<file path="config.mk">
export PLATFORM = sky130hd
export DESIGN_NAME = pipe_hazard_ctrl
export DESIGN_NICKNAME = d
export VERILOG_FILES = /design/src/rtl/pipe_hazard_ctrl_pkg.sv /design/src/rtl/pipe_hazard_ctrl_perf_cnt.sv /design/src/rtl/pipe_hazard_ctrl.sv
export SDC_FILE = /design/constraint.sdc
export NUM_CORES = 1
export LEC_CHECK = 0
export CAP_MARGIN = 20
export CORE_UTILIZATION = 35
export CTS_CLUSTER_SIZE = 14
export DETAILED_ROUTE_END_ITERATION = 10
export DONT_BUFFER_PORTS = 1
export PLACE_DENSITY = 0.53
export REMOVE_ABC_BUFFERS = 1
export SETUP_SLACK_MARGIN = 0.2
export SLEW_MARGIN = 20
export SYNTH_ARGS = -nofsm -noshare
export SYNTH_HDL_FRONTEND = slang
export SYNTH_SLANG_ARGS = --single-unit
export TNS_END_PERCENT = 50
</file>
<file path="constraint.sdc">
create_clock -name clk -period 2.4 [get_ports clk]
set_input_delay 0.36 -clock clk [delete_from_list [all_inputs] [get_ports clk]]
set_output_delay 0.36 -clock clk [all_outputs]
set_load 0.1 [all_outputs]
</file>
<file path="src/rtl/pipe_hazard_ctrl_pkg.sv">
// Shared CPU parameters and hazard scheduler FSM encodings.
package pipe_hazard_ctrl_pkg;
  localparam int WORD = 32;
  localparam int REG_ADDR_W = 5;
  localparam logic [1:0] HZ_RUN = 2'd0;
  localparam logic [1:0] HZ_DC_WAIT = 2'd1;
  localparam logic [1:0] HZ_REDIR_PEND = 2'd2;
endpackage

</file>
<file path="src/rtl/pipe_hazard_ctrl_perf_cnt.sv">
// Enabled event counter: wraps, or saturates at MAX when SAT is set.
module hz_perf_cnt #(
  parameter int W = 32,
  parameter bit SAT = 1'b0,
  parameter logic [W-1:0] MAX = '1
) (
  input  logic         clk,
  input  logic         rst_n,
  input  logic         i_en,
  input  logic         i_clr,
  output logic [W-1:0] o_cnt
);
  logic [W-1:0] r_cnt;

  always_ff @(posedge clk or negedge rst_n) begin
    if (!rst_n) begin
      r_cnt <= '0;
    end else if (i_clr) begin
      r_cnt <= '0;
    end else if (i_en && !(SAT && r_cnt == MAX)) begin
      r_cnt <= r_cnt + 1'b1;
    end
  end

  assign o_cnt = r_cnt;
endmodule

</file>
<file path="src/rtl/pipe_hazard_ctrl.sv">
// Stall/flush scheduler for the 5-stage pipeline with deferred
// PC redirect while the ICache is busy.
module pipe_hazard_ctrl
  import pipe_hazard_ctrl_pkg::*;
#(
  parameter int DC_TIMEOUT = 1024,
  parameter int CNT_W = 32
) (
  input  logic                  clk,
  input  logic                  rst_n,
  input  logic                  dcache_busy,
  input  logic                  icache_miss,
  input  logic                  ex_redirect,
  input  logic [WORD-1:0]       ex_target,
  input  logic                  pre_redirect,
  input  logic [WORD-1:0]       pre_target,
  input  logic                  ex_is_load,
  input  logic [REG_ADDR_W-1:0] ex_rd,
  input  logic [REG_ADDR_W-1:0] id_rj,
  input  logic [REG_ADDR_W-1:0] id_rk,
  input  logic                  id_use_rj,
  input  logic                  id_use_rk,
  output logic                  pc_stall,
  output logic                  pc_redirect,
  output logic [WORD-1:0]       pc_target,
  output logic                  if1_id_stall,
  output logic                  if1_id_flush,
  output logic                  id_ex_stall,
  output logic                  id_ex_flush,
  output logic                  ex_mem_stall,
  output logic                  mem_wb_flush,
  output logic [CNT_W-1:0]      stall_cnt,
  output logic [CNT_W-1:0]      flush_cnt,
  output logic                  dc_timeout
);
  localparam int DC_W = $clog2(DC_TIMEOUT + 1);

  logic [1:0]      r_state;
  logic [1:0]      w_state_nx;
  logic            r_pend_dc;
  logic [WORD-1:0] r_pend_tgt;
  logic [WORD-1:0] w_pend_tgt_nx;
  logic            r_dc_to;
  logic [DC_W-1:0] w_dc_cnt;

  logic            w_lu;
  logic            w_pend;
  logic            w_want;
  logic            w_issue;
  logic [WORD-1:0] w_tgt;
  logic            w_pc_stall;
  logic            w_if1_stall;
  logic            w_if1_flush;
  logic            w_idex_stall;
  logic            w_idex_flush;
  logic            w_exmem_stall;
  logic            w_memwb_flush;

  assign w_lu = ex_is_load && (ex_rd != '0) &&
                ((id_use_rj && id_rj == ex_rd) ||
                 (id_use_rk && id_rk == ex_rd));

  // A DCache freeze taken from REDIR_PEND remembers the pending target.
  assign w_pend = (r_state == HZ_REDIR_PEND) ||
                  (r_state == HZ_DC_WAIT && r_pend_dc);

  always_comb begin
    w_pc_stall    = 1'b0;
    w_if1_stall   = 1'b0;
    w_if1_flush   = 1'b0;
    w_idex_stall  = 1'b0;
    w_idex_flush  = 1'b0;
    w_exmem_stall = 1'b0;
    w_memwb_flush = 1'b0;
    w_want        = 1'b0;
    w_issue       = 1'b0;
    w_tgt         = r_pend_tgt;
    w_state_nx    = HZ_RUN;
    w_pend_tgt_nx = r_pend_tgt;
    priority case (1'b1)
      dcache_busy: begin
        w_pc_stall    = 1'b1;
        w_if1_stall   = 1'b1;
        w_idex_stall  = 1'b1;
        w_exmem_stall = 1'b1;
        w_memwb_flush = 1'b1;
        w_state_nx    = HZ_DC_WAIT;
      end
      w_pend: begin
        w_if1_flush  = 1'b1;
        w_idex_flush = ex_redirect | w_lu;
        w_want       = 1'b1;
        if (ex_redirect) w_tgt = ex_target;
      end
      ex_redirect: begin
        w_if1_flush  = 1'b1;
        w_idex_flush = 1'b1;
        w_want       = 1'b1;
        w_tgt        = ex_target;
      end
      w_lu: begin
        w_pc_stall   = 1'b1;
        w_if1_stall  = 1'b1;
        w_idex_flush = 1'b1;
      end
      pre_redirect: begin
        w_if1_flush = 1'b1;
        w_want      = 1'b1;
        w_tgt       = pre_target;
      end
      icache_miss: begin
        w_pc_stall  = 1'b1;
        w_if1_flush = 1'b1;
      end
      default: ;
    endcase
    if (w_want) begin
      if (icache_miss) begin
        w_pc_stall    = 1'b1;
        w_state_nx    = HZ_REDIR_PEND;
        w_pend_tgt_nx = w_tgt;
      end else begin
        w_issue = 1'b1;
      end
    end
  end

  // Reset forces bubbles everywhere; flush beats stall per register.
  assign pc_stall     = rst_n & w_pc_stall;
  assign pc_redirect  = rst_n & w_issue;
  assign pc_target    = pc_redirect ? w_tgt : '0;
  assign if1_id_flush = !rst_n | w_if1_flush;
  assign id_ex_flush  = !rst_n | w_idex_flush;
  assign mem_wb_flush = !rst_n | w_memwb_flush;
  assign if1_id_stall = rst_n & w_if1_stall & !if1_id_flush;
  assign id_ex_stall  = rst_n & w_idex_stall & !id_ex_flush;
  assign ex_mem_stall = rst_n & w_exmem_stall;
  assign dc_timeout   = r_dc_to;

  always_ff @(posedge clk or negedge rst_n) begin
    if (!rst_n) begin
      r_state    <= HZ_RUN;
      r_pend_dc  <= 1'b0;
      r_pend_tgt <= '0;
      r_dc_to    <= 1'b0;
    end else begin
      r_state    <= w_state_nx;
      r_pend_dc  <= dcache_busy & w_pend;
      r_pend_tgt <= w_pend_tgt_nx;
      if (dcache_busy && w_dc_cnt >= DC_W'(DC_TIMEOUT - 1)) begin
        r_dc_to <= 1'b1;
      end
    end
  end

  hz_perf_cnt #(.W(CNT_W)) u_stall_cnt (
    .clk   (clk),
    .rst_n (rst_n),
    .i_en  (pc_stall),
    .i_clr (1'b0),
    .o_cnt (stall_cnt)
  );

  hz_perf_cnt #(.W(CNT_W)) u_flush_cnt (
    .clk   (clk),
    .rst_n (rst_n),
    .i_en  (if1_id_flush),
    .i_clr (1'b0),
    .o_cnt (flush_cnt)
  );

  hz_perf_cnt #(
    .W   (DC_W),
    .SAT (1'b1),
    .MAX (DC_W'(DC_TIMEOUT))
  ) u_dc_busy_cnt (
    .clk   (clk),
    .rst_n (rst_n),
    .i_en  (dcache_busy),
    .i_clr (!dcache_busy),
    .o_cnt (w_dc_cnt)
  );
endmodule

</file>
==> reports/metrics.cfg, run 1 <==
[critical_path]
crit_type = input port to output port
crit_family = compound AO/OA/AOI/OAI gates
cp-end-kind = output port
cp-start-kind = input port
slowest_delay_ns = 0.52
cp_cell_sequence = or4_4 > o21a_4 > buf_6 > a311o_2 > buf_12 > nand2_1 > a21oi_4 > buf_12
cp_max_fo = 8
cp.required_ns = 2.04
arrival_ns = 2.25
cp_common_cell = buf_12
cp.buffers_inverters = 3
critPathSlowestCell = or4_4
r2r_slack_ns = 0.38

[clock_tree]
clock-sinks = 111
cts_tree = yes
clock_latency_ns = 0.36
clockBufferDepth = 2
cts_buffers = 9
cts.htree.levels = 3
root_buffer = clkbuf_16
clkTransAtPathRegs_ns = 0.08

[pwr]
peakVddDrop_uv = 826
p_per_area_mw_per_mm2 = 681
finalPower_mw = 6.00
power_leakage_nw = 3.64

[floorplanning]
core_area_mm2 = 0.0167
placementRows = 47
ioPinCount = 193
start_util_pct = 36.1
die_width_um = 133
die_area_mm2 = 0.0178
die_h_um = 133

[timing]
fin_crit_sh_pct = 109
setup_viol = 34
finalHoldViolCount = 111
relSlewSlack_pct = 40.4
min_period_ns = 2.61
fmax_ghz = 0.384
skew_ns = 0.0117
fin_ws_ns = -0.207
drv_slew = 0
tightest_slew_ns = 0.894
hold_ws_ns = -0.308
tns_ns = -5.30
rsz0062_at_grt = true

[drt]
dr.pass1.iters = 4
drc_errors = 0
drtIter0Drc = 242
wl_per_cell_um = 19.1
viasPerCell = 5.45
vias = 5304
ant_nets = 0
postRouteWirelength_um = 18600

[cells_and_area]
layout_commonest_cell = buf_4
layout_common_cells = buf_4, dfrtp_1, xnor2_1, nand2_1, buf_12
drive_above_1_share_pct = 39.4
fillCellCount = 1478
post-route-util_pct = 52.7
stdcell_area_mm2 = 0.00881
syn2layout_area_growth_pct = 45.9
nets = 840

[placement]
portBuffers = 0
placed_area_mm2 = 0.00796
place_hpwl_um = 12000
gp_congestion = 0.789
pre_cts_ws_ns = -0.200

[synth]
async_flop_share_pct = 100
synth.distinct_cells = 44
yosysWarnings = 0
synth_edf_count = 0
syn_avg_cell_area_um2 = 9.91
synth-seq-cells = 111
synth_area_mm2 = 0.00603
postSynthCellCount = 609
synthFlopType = dfrtp_1
ys_seq_area_share_pct = 46.0

[global_routing]
grt_usage_pct = 20.4
grt.busiest_layer = met2
grt_max_degree = 122
grt_pass1_wl_um = 28700
grt_util_met1_pct = 24.1
grt_pass1_vias = 5528
met3_usage_pct = 4.60
met2_usage_pct = 35.2
antenna_found_initial = 1
grt-ovfl-total = 0

[outcome]
violations = negative hold slack, negative setup slack
status = finished, violations left

[flow_run]
max_cap_viol_count = 0

[worst_hold_path]
hold_class = input port to async pin

cell families after synthesis:
group	share of synthesized area [%]
simple gates	17.3
compound gates	14.2
flops	46.0
xor+xnor	11.6
buf+inv	4.15
mux	5.97
fa+ha+maj	0.829
through the flow:
stage               hold slack, ns  instances
finish                      -0.308        974
global route                -0.331        974
CTS                         -0.327        969
detailed placement          0.0665        946
global placement            0.0669        946
floorplan                   0.0644        572
report_power, final:
part / total (mW) / leakage (nW) / switching [mW] / internal [mW]
Sequential: 2.27 / 1.41 / 0.189 / 2.08
Combinational: 2.28 / 2.11 / 1.63 / 0.656
Clock: 1.45 / 0.132 / 0.728 / 0.723
Total: 6.00 / 3.64 / 2.54 / 3.46
cell usage after synthesis, types with 2 or more instances:
library cell	instances	area, um^2
dfrtp_1	111	2780
nand2_1	66	248
xnor2_1	45	394
a21oi_1	37	185
xor2_1	35	307
a22oi_1	32	240
mux2_2	32	360
o2bb2ai_1	32	280
clkbuf_1	27	101
nand3_1	26	130
nor3_1	24	120
inv_1	19	71.3
nand4_1	19	119
nor4_1	16	100
nor2_1	15	56.3
and2_1	8	50.1
and3_1	8	50.1
and4_1	6	52.6
buf_2	5	25.0
o21ai_0	5	25.0
a21boi_0	4	30.0
ha_1	4	50.1
buf_6	3	33.8
nand2b_1	3	18.8
nor2b_1	3	18.8
a31oi_1	2	12.5
buf_4	2	15.0
o21ai_1	2	10.0
or2_2	2	12.5
or3_1	2	12.5
worst paths after layout:
kind / from / end / cells past startpoint
hold reg to reg: u_flush_cnt.o_cnt[31]$_DFFE_PN0P_ / u_flush_cnt.o_cnt[31]$_DFFE_PN0P_ / 1
min in group clk: dcache_busy / r_state[0]$_DFF_PN0_ / 0
setup reg to reg: r_state[1]$_DFF_PN0_ / u_flush_cnt.o_cnt[24]$_DFFE_PN0P_ / 7
max in group asynchronous: rst_n / u_dc_busy_cnt.o_cnt[6]$_DFFE_PN0P_ / 0
setup / recovery: ex_rd[1] / pc_target[5] / 8
hold / removal: rst_n / u_stall_cnt.o_cnt[23]$_DFFE_PN0P_ / 0
per-layer routing:
metal	wire length, um	part of all wire, %
met3	910	4.9
met1	7430	40
met4	595	3.2
met2	9680	52
met5	0	0
repair_timing:
| item | CTS | global route |
|---|---|---|
| hold endpoints to repair | 111 | 111 |
| gates resized for setup | 31 | 50 |
| cloned | 4 | 4 |
| setup buffers | 3 | 0 |
| pin swaps | 1 | 9 |
| setup endpoints to repair | 37 | 46 |
state kept, by name (all words and copies together), names as in the netlist:
signal and count:
r_pend_tgt 32, u_flush_cnt.o_cnt 32, u_stall_cnt.o_cnt 32, u_dc_busy_cnt.o_cnt 11
r_state 2, dc_timeout 1, r_pend_dc 1
final cells by class:
class / count / area, um^2 / share of cell area [%]
Antenna cell: 1 / 2.50 / 0.0284
Clock buffer: 10 / 229 / 2.60
Clock inverter: 6 / 52.6 / 0.597
Inverter: 20 / 80.1 / 0.909
Multi-Input combinational cell: 441 / 3480 / 39.6
Sequential cell: 111 / 2780 / 31.5
Tap cell: 220 / 275 / 3.13
Timing Repair Buffer: 165 / 1910 / 21.6
Note: power is estimated with default switching activity, not from simulation.
==> run 2, diff against run 1 <==
--- a/config.mk
+++ b/config.mk
@@ -6,11 +6,11 @@
 export NUM_CORES = 1
 export LEC_CHECK = 0
 export CAP_MARGIN = 20
-export CORE_UTILIZATION = 35
+export CORE_UTILIZATION = 50
 export CTS_CLUSTER_SIZE = 14
 export DETAILED_ROUTE_END_ITERATION = 10
 export DONT_BUFFER_PORTS = 1
-export PLACE_DENSITY = 0.53
+export PLACE_DENSITY = 0.67
 export REMOVE_ABC_BUFFERS = 1
 export SETUP_SLACK_MARGIN = 0.2
 export SLEW_MARGIN = 20
==> constraint.sdc (replaced) <==
create_clock -name clk -period 2.7 [get_ports clk]
set_input_delay 0.405 -clock clk [delete_from_list [all_inputs] [get_ports clk]]
set_output_delay 0.405 -clock clk [all_outputs]
set_load 0.1 [all_outputs]
==> reports/metrics.cfg, run 2 (synthesized netlist as in run 1, its figures left out) <==
[outcome]
status = finished, violations left  ; unchanged
violations = design-rule violations, negative hold slack  ; was negative hold slack, negative setup slack

[critical_path]
cp-end-kind = output port  ; unchanged
reg2regPathDepth = 7  ; unchanged
regToRegStartpoint = r_state[1]$_DFF_PN0_  ; unchanged
cp_common_cell = buf_12  ; unchanged
crit_type = input port to output port  ; unchanged
cp-start-kind = input port  ; unchanged
cp.required_ns = 2.30  ; was 2.04 ns
arrival_ns = 2.25  ; about the same
r2r-end = u_flush_cnt.o_cnt[24]$_DFFE_PN0P_  ; unchanged
cp_max_fo = 8  ; unchanged
crit_family = compound AO/OA/AOI/OAI gates  ; unchanged
cp_cell_sequence = or4_4 > o21a_4 > a211oi_4 > buf_12 > clkbuf_16 > a22oi_1 > a21oi_2 > buf_12  ; was or4_4 > o21a_4 > buf_6 > a311o_2 > buf_12 > nand2_1 > a21oi_4 > buf_12
cp.buffers_inverters = 3  ; unchanged
critPathSlowestCell = or4_4  ; unchanged
slowest_delay_ns = 0.51  ; was 0.52 ns
r2r_slack_ns = 0.52  ; was 0.38 ns

[floorplanning]
die_h_um = 112  ; was 133 um
placementRows = 39  ; was 47
start_util_pct = 52.0  ; was 36.1%
core_area_mm2 = 0.0116  ; was 0.0167 mm^2
die_width_um = 112  ; was 133 um
die_area_mm2 = 0.0125  ; was 0.0178 mm^2
ioPinCount = 193  ; unchanged

[clock_tree]
clockBufferDepth = 2  ; unchanged
root_buffer = clkbuf_16  ; unchanged
clock-sinks = 111  ; unchanged
cts.htree.levels = 3  ; unchanged
clock_latency_ns = 0.35  ; was 0.36 ns
clkTransAtPathRegs_ns = 0.07  ; was 0.08 ns
cts_tree = yes  ; unchanged
cts_buffers = 9  ; unchanged

[drt]
drtIter0Drc = 351  ; was 242
vias = 5124  ; was 5,304
viasPerCell = 6.01  ; was 5.45
drc_errors = 12  ; was 0
ant_nets = 0  ; unchanged
postRouteWirelength_um = 16000  ; was 18,600 um
wl_per_cell_um = 18.8  ; was 19.1 um
dr.pass1.iters = 8  ; was 4

[global_routing]
antenna_found_initial = 0  ; was 1
grt_max_degree = 122  ; unchanged
grt-ovfl-total = 0  ; unchanged
grt_pass1_vias = 5199  ; was 5,528
grt_pass1_wl_um = 25900  ; was 28,700 um
grt_usage_pct = 25.8  ; was 20.4%

[timing]
skew_ns = 0.00665  ; was 0.0117 ns
fmax_ghz = 0.377
hold_ws_ns = -0.257  ; was -0.308 ns
drv_slew = 0  ; unchanged
finalHoldViolCount = 111  ; unchanged
rsz0062_at_grt = true  ; unchanged
tightest_slew_ns = 0.917  ; was 0.894 ns
setup_viol = 0  ; was 34
fin_ws_ns = 0.0493  ; was -0.207 ns
min_period_ns = 2.65
fin_crit_sh_pct = 98.2
relSlewSlack_pct = 38.8  ; was 40.4%

[cells_and_area]
layout_commonest_cell = dfrtp_1  ; was buf_4
stdcell_area_mm2 = 0.00797  ; was 0.00881 mm^2
n_antenna_cell = 0  ; was 1
layout_common_cells = dfrtp_1, buf_4, nand2_1  ; was buf_4, dfrtp_1, xnor2_1, nand2_1, buf_12
fillCellCount = 869  ; was 1,478
syn2layout_area_growth_pct = 32.0  ; was 45.9%
post-route-util_pct = 68.6  ; was 52.7%
nets = 797  ; was 840
drive_above_1_share_pct = 31.2  ; was 39.4%
stdcell_count = 852  ; was 974

[placement]
pre_cts_ws_ns = -0.0329  ; was -0.200 ns
place_hpwl_um = 10800  ; was 12,000 um
dp_cells = 833  ; was 946
placed_area_mm2 = 0.00756  ; was 0.00796 mm^2
portBuffers = 0  ; unchanged
gp_congestion = 0.849  ; was 0.789

[pwr]
peakVddDrop_uv = 711  ; was 826 uV
finalPower_mw = 5.22  ; was 6.00 mW
power_leakage_nw = 3.34  ; was 3.64 nW
p_per_area_mw_per_mm2 = 656  ; was 681 mW/mm^2

[flow_run]
max_cap_viol_count = 0  ; unchanged

[worst_hold_path]
hold_class = input port to async pin  ; unchanged

run 2: cell types whose count changed in the layout (fill, tap and decap cells not counted), sizes merged:
cell | previous run | this run
bufinv | 0 | 1
diode | 1 | 0
bufbuf | 1 | 0
inv | 23 | 20
clkbuf | 13 | 11
clkinv | 1 | 2
buf | 161 | 121
run 2: per-layer routing:
metal | vias to the layer above | GRT usage (%) | part of all wire [%]
li1 | 2371 | - | -
met5 | - | 0 | 0
met1 | 2565 | 31.2 | 41
met2 | 164 | 43.4 | 50
met3 | 24 | 8.60 | 7.3
met4 | 0 | 8.02 | 1.4
run 2: worst max-delay path by stage:
stage	startpoint	end	slack, ns	depth (start not counted)
floorplan	ex_rd[1]	pc_target[30]	-2.56	5
global placement	ex_rd[1]	pc_target[23]	0.04	7
detailed placement	ex_rd[1]	pc_target[5]	-0.03	7
CTS	ex_rd[1]	pc_target[5]	0.02	8
global route	ex_rd[1]	pc_target[30]	0.005	8
finish	ex_rd[1]	pc_target[19]	0.05	8
run 2: timing repair:
item | CTS | global route
resized for setup | 4 | 5
endpoints found under the setup margin | 34 | 34
pin swaps | 0 | 1
setup buffers | 2 | 0
hold endpoints to repair | 111 | 111
cloned | 1 | 1
run 2: report_power, final:
part | internal [mW] | switching, mW | total [mW] | leakage, nW
sequential | 1.85 | 0.156 | 2.00 | 1.41
combinational | 0.495 | 1.38 | 1.87 | 1.80
clock | 0.740 | 0.604 | 1.34 | 0.141
run 2: area by class of cell:
cell class | count | area [um^2] | area share, %
clock buffer | 10 | 239 | 3.00
clock inverter | 5 | 58.8 | 0.738
inverter | 20 | 75.1 | 0.943
multi-input combinational | 441 | 3190 | 40.1
sequential | 111 | 2780 | 34.9
tap | 143 | 179 | 2.25
timing repair buffer | 122 | 1440 | 18.1
run 2: through the flow:
| step | setup TNS (ns) | hold slack (ns) |
|---|---|---|
| after CTS | 0 | -0.275 |
| final | 0 | -0.257 |
| after detailed placement | -0.0476 | 0.113 |
| after global placement | 0 | 0.112 |
| after floorplan | -113.93 | 0.109 |
| after global routing | 0 | -0.277 |
run 2: worst register-to-register path, cell delays in order, from the launching register on:
cell and delay [ns]:
dfrtp_1 0.38, nand3b_1 0.25, and3_1 0.28, a31oi_1 0.17, a21bo_1 0.31, buf_4 0.21, nor4_1 0.34, xor2_1 0.18
